## src/rtl/time_counter.sv

```systemverilog
// time_counter: 1 Hz prescaler and 24-hour BCD time of day with set-mode buttons.
// Defining TIME_ALARM_EN adds the ahour/amin ports and the registered alarm comparator.
module time_counter #(
  parameter int TICK_DIV = 50_000_000
) (
  input  logic       clk,
  input  logic       rst,
  input  logic       set_mode,
  input  logic       inc_hour,
  input  logic       inc_min,
  input  logic       clr_sec,
`ifdef TIME_ALARM_EN
  input  logic [7:0] ahour,
  input  logic [7:0] amin,
`endif
  output logic [7:0] hour1,
  output logic [7:0] min1,
  output logic [7:0] sec1,
  output logic       tick_1hz,
  output logic       alarm
);

  localparam int PW = $clog2(TICK_DIV);
  localparam logic [PW-1:0] PRE_MAX = PW'(TICK_DIV - 1);

  logic [PW-1:0] pre, pre_d;
  logic [7:0]    hour_d, min_d, sec_d;
  logic          inc_hour_q, inc_min_q, clr_sec_q;
  logic          s, hour_rise, min_rise, clr_rise;

  // BCD +1 with wrap at top; the wrap compare is on the whole byte.
  function automatic logic [7:0] inc_bcd(input logic [7:0] v, input logic [7:0] top);
    if (v == top)
      return 8'h00;
    else if (v[3:0] == 4'h9)
      return {v[7:4] + 4'h1, 4'h0};
    else
      return {v[7:4], v[3:0] + 4'h1};
  endfunction

  assign s         = (pre == PRE_MAX) && !set_mode;
  assign hour_rise = inc_hour && !inc_hour_q;
  assign min_rise  = inc_min && !inc_min_q;
  assign clr_rise  = clr_sec && !clr_sec_q;

  always_comb begin
    pre_d = pre + 1'b1;
    if (clr_rise || s || set_mode)
      pre_d = '0;
  end

  // Run-mode carries and set-mode buttons are mutually exclusive via s.
  always_comb begin
    sec_d  = sec1;
    min_d  = min1;
    hour_d = hour1;
    if (clr_rise) begin
      sec_d = 8'h00;
    end else if (s) begin
      sec_d = inc_bcd(sec1, 8'h59);
      if (sec1 == 8'h59) begin
        min_d = inc_bcd(min1, 8'h59);
        if (min1 == 8'h59)
          hour_d = inc_bcd(hour1, 8'h23);
      end
    end
    if (set_mode) begin
      if (min_rise)
        min_d = inc_bcd(min1, 8'h59);
      if (hour_rise)
        hour_d = inc_bcd(hour1, 8'h23);
    end
  end

  always_ff @(posedge clk or posedge rst) begin
    if (rst) begin
      pre        <= '0;
      sec1       <= 8'h00;
      min1       <= 8'h00;
      hour1      <= 8'h00;
      tick_1hz   <= 1'b0;
      inc_hour_q <= 1'b0;
      inc_min_q  <= 1'b0;
      clr_sec_q  <= 1'b0;
    end else begin
      pre        <= pre_d;
      sec1       <= sec_d;
      min1       <= min_d;
      hour1      <= hour_d;
      tick_1hz   <= s;
      inc_hour_q <= inc_hour;
      inc_min_q  <= inc_min;
      clr_sec_q  <= clr_sec;
    end
  end

`ifdef TIME_ALARM_EN
  always_ff @(posedge clk or posedge rst) begin
    if (rst)
      alarm <= 1'b0;
    else
      alarm <= (hour1 == ahour) && (min1 == amin) && !set_mode;
  end
`else
  assign alarm = 1'b0;
`endif

endmodule

```

## config.mk

```make
export PLATFORM = sky130hd
export DESIGN_NAME = time_counter
export DESIGN_NICKNAME = d
export VERILOG_FILES = /design/src/rtl/time_counter.sv
export SDC_FILE = /design/constraint.sdc
export NUM_CORES = 1
export LEC_CHECK = 0
export CORE_MARGIN = 5
export CORE_UTILIZATION = 30
export DETAILED_ROUTE_END_ITERATION = 6
export PLACE_DENSITY = 0.47
export SLEW_MARGIN = 20
export SYNTH_ARGS = -nofsm -noshare
export SYNTH_HDL_FRONTEND = slang
export SYNTH_SLANG_ARGS = --single-unit
```

## constraint.sdc

```tcl
create_clock -name clk -period 6.1 [get_ports clk]
set_clock_uncertainty 0.1 [all_clocks]
set_input_delay 0.915 -clock clk [delete_from_list [all_inputs] [get_ports clk]]
set_output_delay 0.915 -clock clk [all_outputs]
set_load 0.05 [all_outputs]
```

==> metrics.txt, run 1 <==
Yosys warning total 0; CP Launch Type input port; crit path kind input port to register; commonest non-fill, non-tap cell in the layout dfrtp_1; initial antenna violation count 0; layout cells sized above 1 0.0873; post-synth design cell area 0.00293 mm2; Routed WL between 6000 and 7000 um; vias in the first global route 2242; most frequent cells in the layout 54 x dfrtp_1, 46 x nor2_1, 30 x clkdlybuf4s50_1, 21 x nand2_1, 21 x nand3_1; post-route cell area between 0.003 and 0.004 mm2; DR vias about 2300; Setup Buffers After CTS 0; final max-slew violation count 0; RSZ-0062 raised after global routing false; largest net degree at the start of global routing 55; Synth Register Bits 54; drt drc 0; total track usage 0.117; core area a little under 0.01 mm2; Pwr Density 321 mW/mm2; Clock Path Buffers 2; number of core rows 36; Worst-Margin Slew 875 ps; syn nets 320; first-pass GRT wire length 11100 um; Netlist cell types 51; nets between 300 and 400; Syn Area/Cell 9.72 um2; Avg WL per Cell 13.7 um; final hold viol count 0; final setup fails 0; post-synth top area share 0.462; DRT antenna net count 0; Post-Route Setup TNS 0 ps; worst vdd ir about 0.16 mV; Num Clock Sinks 54; highest clock rate 333 MHz; hold_buf cts 0; CP Data Arrival Time approximately 3000 ps; Ports 32; Root Driver clkbuf_8; GR Overflow Total 0; vias per cell between 4 and 5; Post-synth EDFFs 0; gpl congestion 0.769; Initial Util 0.303; DP Area 0.00335 mm2; Final min period 3000 ps; gate count of the mapped netlist between 300 and 400; run status complete, no violations; DR iter-0 viols 96; Filler Cell Count 1009; Period Utilization, post-route 0.492; Crit. End Element register; Req. time, crit path 6160 ps; Post-DP HPWL 4410 um; Max Cap Viol 0; Buffers on Ports 30; sequential fraction of the synthesis area 0.462; Worst-path clk slew 100 ps; P_leak 1.42 nW; post-CTS sizing 0; CP Max Fanout 25; Hold WC Path Type register to register; Die Y roughly 110 um; leading post-synthesis cells by cell area dfrtp_1 46%, nor2_1 5.9%, xor2_1 5.7%, ha_1 5.6%, nand3_1 3.6%; First-pass DRT Iterations 4; Yosys top cell by area dfrtp_1; DIE WIDTH 109 um; worst skew pair latency 310 ps; area delta synth->final 17.8%; asr flop ratio synth 1.00; worst rel slew slack 0.416; Die Area 0.0118 mm2; ant diodes 0; Top FF cell, synth dfrtp_1; Inserted Clock Buffers 5; clock tree from TritonCTS built; H-tree Lvls 2
[worst paths after layout]
| path | end | from | slack [ps] | cells past startpoint |
|---|---|---|---|---|
| hold reg to reg | hour1[7]$_DFF_PP0_ | hour1[7]$_DFF_PP0_ | 400 | 1 |
| min in group asynchronous | hour1[7]$_DFF_PP0_ | rst | 1000 | 3 |
| setup / recovery | pre[17]$_DFF_PP0_ | clr_sec | 3100 | 5 |
| hold / removal | hour1[7]$_DFF_PP0_ | hour1[7]$_DFF_PP0_ | 400 | 1 |
| setup reg to reg | pre[17]$_DFF_PP0_ | pre[0]$_DFF_PP0_ | 3470 | 6 |
| max in group asynchronous | sec1[4]$_DFFE_PP0P_ | rst | 4390 | 3 |
[kinds of logic after synthesis]
| family | Yosys count | share of synthesized area |
|---|---|---|
| other cells | 1 | 0.00128 |
| mux | 9 | 0.0346 |
| flops | 54 | 0.462 |
| xor+xnor | 24 | 0.0719 |
| simple gates | 141 | 0.260 |
| fa+ha+maj | 13 | 0.0556 |
| compound gates | 37 | 0.0813 |
| buf+inv | 22 | 0.0338 |
[layout make-up]
class / instances / area [um2] / share of cell area
multi-input combinational: 225 / 1480 / 0.428
sequential: 54 / 1350 / 0.392
timing repair buffer: 31 / 308 / 0.0894
tap: 133 / 166 / 0.0483
clock buffer: 7 / 86.3 / 0.0251
inverter: 14 / 52.6 / 0.0153
clock inverter: 1 / 5.00 / 0.00145
[critical path: stages]
cell	delay, ps
clkdlybuf4s50_1	500
nor2b_1	690
nor2_1	140
nand2_1	690
nor2_1	130
[routing by layer]
metal  track usage  vias to the layer above  wire (um)
met5             0                        -          0
met4        0.0406                        0        108
met3        0.0255                       10        266
met2         0.180                       45       2780
met1         0.163                     1091       3220
li1              -                     1115          -
[sequential cells by signal (all words and copies together) (netlist names)]
signal,cells
tick_1hz,1
inc_min_q,1
min1,8
hour1,8
inc_hour_q,1
sec1,8
clr_sec_q,1
pre,26
[per-stage QoR]
stage                     hold WS [ps]  total power [mW]  utilization  setup WS (ps)  cells
after floorplan                    368             0.765            -           3690    301
after global placement             383             0.903        0.348           2760    457
after detailed placement           390             0.905        0.348           2700    457
after CTS                          403              1.12        0.357           3060    465
after global routing               426              1.18        0.357           2850    465
final                              397              1.10        0.357           3100    465
[report_power, final]
group	internal (mW)	leakage, nW	switching (mW)	total (mW)
clock	0.0920	0.0482	0.118	0.210
sequential	0.404	0.719	0.0669	0.471
combinational	0.159	0.650	0.265	0.423
total	0.655	1.42	0.450	1.10
[cells in the mapped netlist, types with 2 or more instances]
cell      instances
nand3_1          21
nand3b_1          5
nor2_1           46
or2_2             2
o311ai_0          2
and4_1            3
o31ai_1           3
o21ai_0           8
dfrtp_1          54
and3_1            4
a21boi_0          2
a21oi_1          11
clkbuf_1          2
o211ai_1          2
or4_1             3
nand4_1           9
and3b_1           2
nor4b_1           2
a31oi_1           2
xor2_1           19
nand2_1          21
or3_1             5
xnor2_1           5
nand2b_1          2
nor3b_1           2
and2_1            3
a31o_2            2
inv_1            14
ha_1             13
mux2_2            9
buf_2             3
(Power assumes the default switching activity.)
==> run 2: changes to the inputs <==
==> constraint.sdc (replaced) <==
create_clock -name clk -period 2.81 [get_ports clk]
set_clock_uncertainty 0.1 [all_clocks]
set_input_delay 0.4215 -clock clk [delete_from_list [all_inputs] [get_ports clk]]
set_output_delay 0.4215 -clock clk [all_outputs]
set_load 0.05 [all_outputs]
==> metrics.txt, run 2 (synthesis gave the netlist of run 1 again) <==
drt drc 0 (unchanged); layout cells sized above 1 0.117 (+0.0296); Max Cap Viol 0 (unchanged); Most flops, register pre; initial antenna violation count 0 (unchanged); RSZ-0062 raised after global routing false; DR iter-0 viols 57 (-41%); hold_buf cts 0 (unchanged); Num Clock Sinks 54 (unchanged); DIE WIDTH 109 um (unchanged); reg-to-reg startpoint min1[5]$_DFF_PP0_; Worst-path clk slew 110 ps (about the same); worst vdd ir 0.393 mV (+150%); Die Area 0.0118 mm2 (unchanged); DP Area 0.00344 mm2 (+2.6%); number of core rows 36 (unchanged); Clock Path Buffers 2 (unchanged); post-route cell area 0.00353 mm2 (+2.5%); final max-slew violation count 0 (unchanged); final setup fails 0 (unchanged); Initial Util 0.303 (unchanged); largest net degree at the start of global routing 32 (-42%); vias in the first global route 2149 (-4.1%); Worst-Margin Slew 575 ps (-299 ps); Ports 32 (unchanged); worst rel slew slack 0.616 (+0.200); DRT antenna net count 0 (unchanged); final hold viol count 0 (unchanged); CP Max Fanout 8 (-68%); H-tree Lvls 2 (unchanged); post-CTS sizing 0 (unchanged); DR vias 2244 (-0.75%); core area 0.00964 mm2 (unchanged); area delta synth->final 20.7%; commonest non-fill, non-tap cell in the layout dfrtp_1; worst skew pair latency 320 ps (about the same); highest clock rate 405 MHz; Reg2Reg Depth 7 (+1); Req. time, crit path 2910 ps (-3250 ps); Die Y 109 um (unchanged); placed cells 467 (+2.2%); Total Power 2.41 mW (+120%); Avg WL per Cell 13.5 um (-1.4%); first-pass GRT wire length 10900 um (-1.5%); Buffers on Ports 30 (unchanged); Final Core Density 0.366 (+0.00909); most frequent cells in the layout 54 x dfrtp_1, 46 x nor2_1, 30 x clkdlybuf4s50_1, 21 x nand2_1, 21 x nand3_1; Setup Buffers After CTS 0 (unchanged); crit path kind register to register; Post-DP HPWL 4630 um (+5.0%); CP Launch Type register; Post-Route Setup TNS 0 ps (unchanged); Pwr Density 681 mW/mm2 (+110%); run status complete, no violations; total track usage 0.114 (-0.00258); Period Utilization, post-route 0.879; CP Data Arrival Time 2570 ps (-490 ps); clock tree from TritonCTS built; nets 360 (+2.9%); non-filler cells, final 475 (+2.2%); GR Overflow Total 0 (unchanged); vias per cell 4.72 (-2.8%); Crit. End Element register; Routed WL 6410 um (+0.69%); capture point of the worst reg-to-reg path hour1[2]$_DFF_PP0_; First-pass DRT Iterations 4 (unchanged); gpl congestion 0.777 (+0.95%); flop2flop setup slack 340 ps (-3130 ps); Root Driver clkbuf_8; Final min period 2470 ps; Hold WC Path Type input port to async pin; P_leak 1.47 nW (+3.9%); ant diodes 0 (unchanged); max reg flops 26 (unchanged); Inserted Clock Buffers 5 (unchanged)
[run 2: area by class of cell]
cell class | count | area [um2]
Fill cell | 1022 | 6110
Multi-Input combinational cell | 225 | 1480
Sequential cell | 54 | 1350
Timing Repair Buffer | 41 | 395
Tap cell | 133 | 166
Clock buffer | 5 | 68.8
Inverter | 14 | 52.6
Clock inverter | 3 | 22.5
[run 2: per-stage QoR]
| step | hold WS [ps] | setup slack [ps] |
|---|---|---|
| after floorplan | 353 | 404 |
| after global placement | 377 | 140 |
| after detailed placement | 379 | 191 |
| after CTS | 393 | 327 |
| after global routing | 424 | 66.5 |
| final | 378 | 339 |
[run 2: how the worst max path moves through the flow]
stage                                 start                  to  slack (ps)
after CTS                 min1[5]$_DFF_PP0_  hour1[2]$_DFF_PP0_         330
final                     min1[5]$_DFF_PP0_  hour1[2]$_DFF_PP0_         340
after global placement              clr_sec   min1[7]$_DFF_PP0_         140
after detailed placement            clr_sec   min1[7]$_DFF_PP0_         190
after global routing      min1[5]$_DFF_PP0_  hour1[2]$_DFF_PP0_          70
after floorplan           min1[4]$_DFF_PP0_  hour1[2]$_DFF_PP0_         400
[run 2: report_power, final]
part,switching (mW),internal [mW]
Sequential,0.143,0.877
Clock,0.279,0.181
Combinational,0.575,0.349
Total,0.998,1.41
[run 2: layer usage]
metal / vias up / GRT usage / part of all wire
met5: - / 0 / 0
met4: 0 / 0.0298 / 0.0083
met3: 4 / 0.0231 / 0.033
met2: 42 / 0.170 / 0.43
met1: 1064 / 0.169 / 0.52
li1: 1134 / - / -
[run 2: worst max-delay path, cell delays in order, from the launching register on]
cell and delay, ps:
dfrtp_1 450, inv_1 80, ha_1 160, and3b_1 290
nor4b_1 290, nand4_1 330, a21boi_0 290, mux2_2 360
==> run 3: changes to the inputs <==
--- a/config.mk
+++ b/config.mk
@@ -5,10 +5,12 @@
 export SDC_FILE = /design/constraint.sdc
 export NUM_CORES = 1
 export LEC_CHECK = 0
+export CAP_MARGIN = 10
 export CORE_MARGIN = 5
 export CORE_UTILIZATION = 30
 export DETAILED_ROUTE_END_ITERATION = 6
 export PLACE_DENSITY = 0.47
+export SKIP_CTS_REPAIR_TIMING = 1
 export SLEW_MARGIN = 20
 export SYNTH_ARGS = -nofsm -noshare
 export SYNTH_HDL_FRONTEND = slang
==> results of run 3 <==
No change in the layout: final DEF, timing and power equal those of run 2.
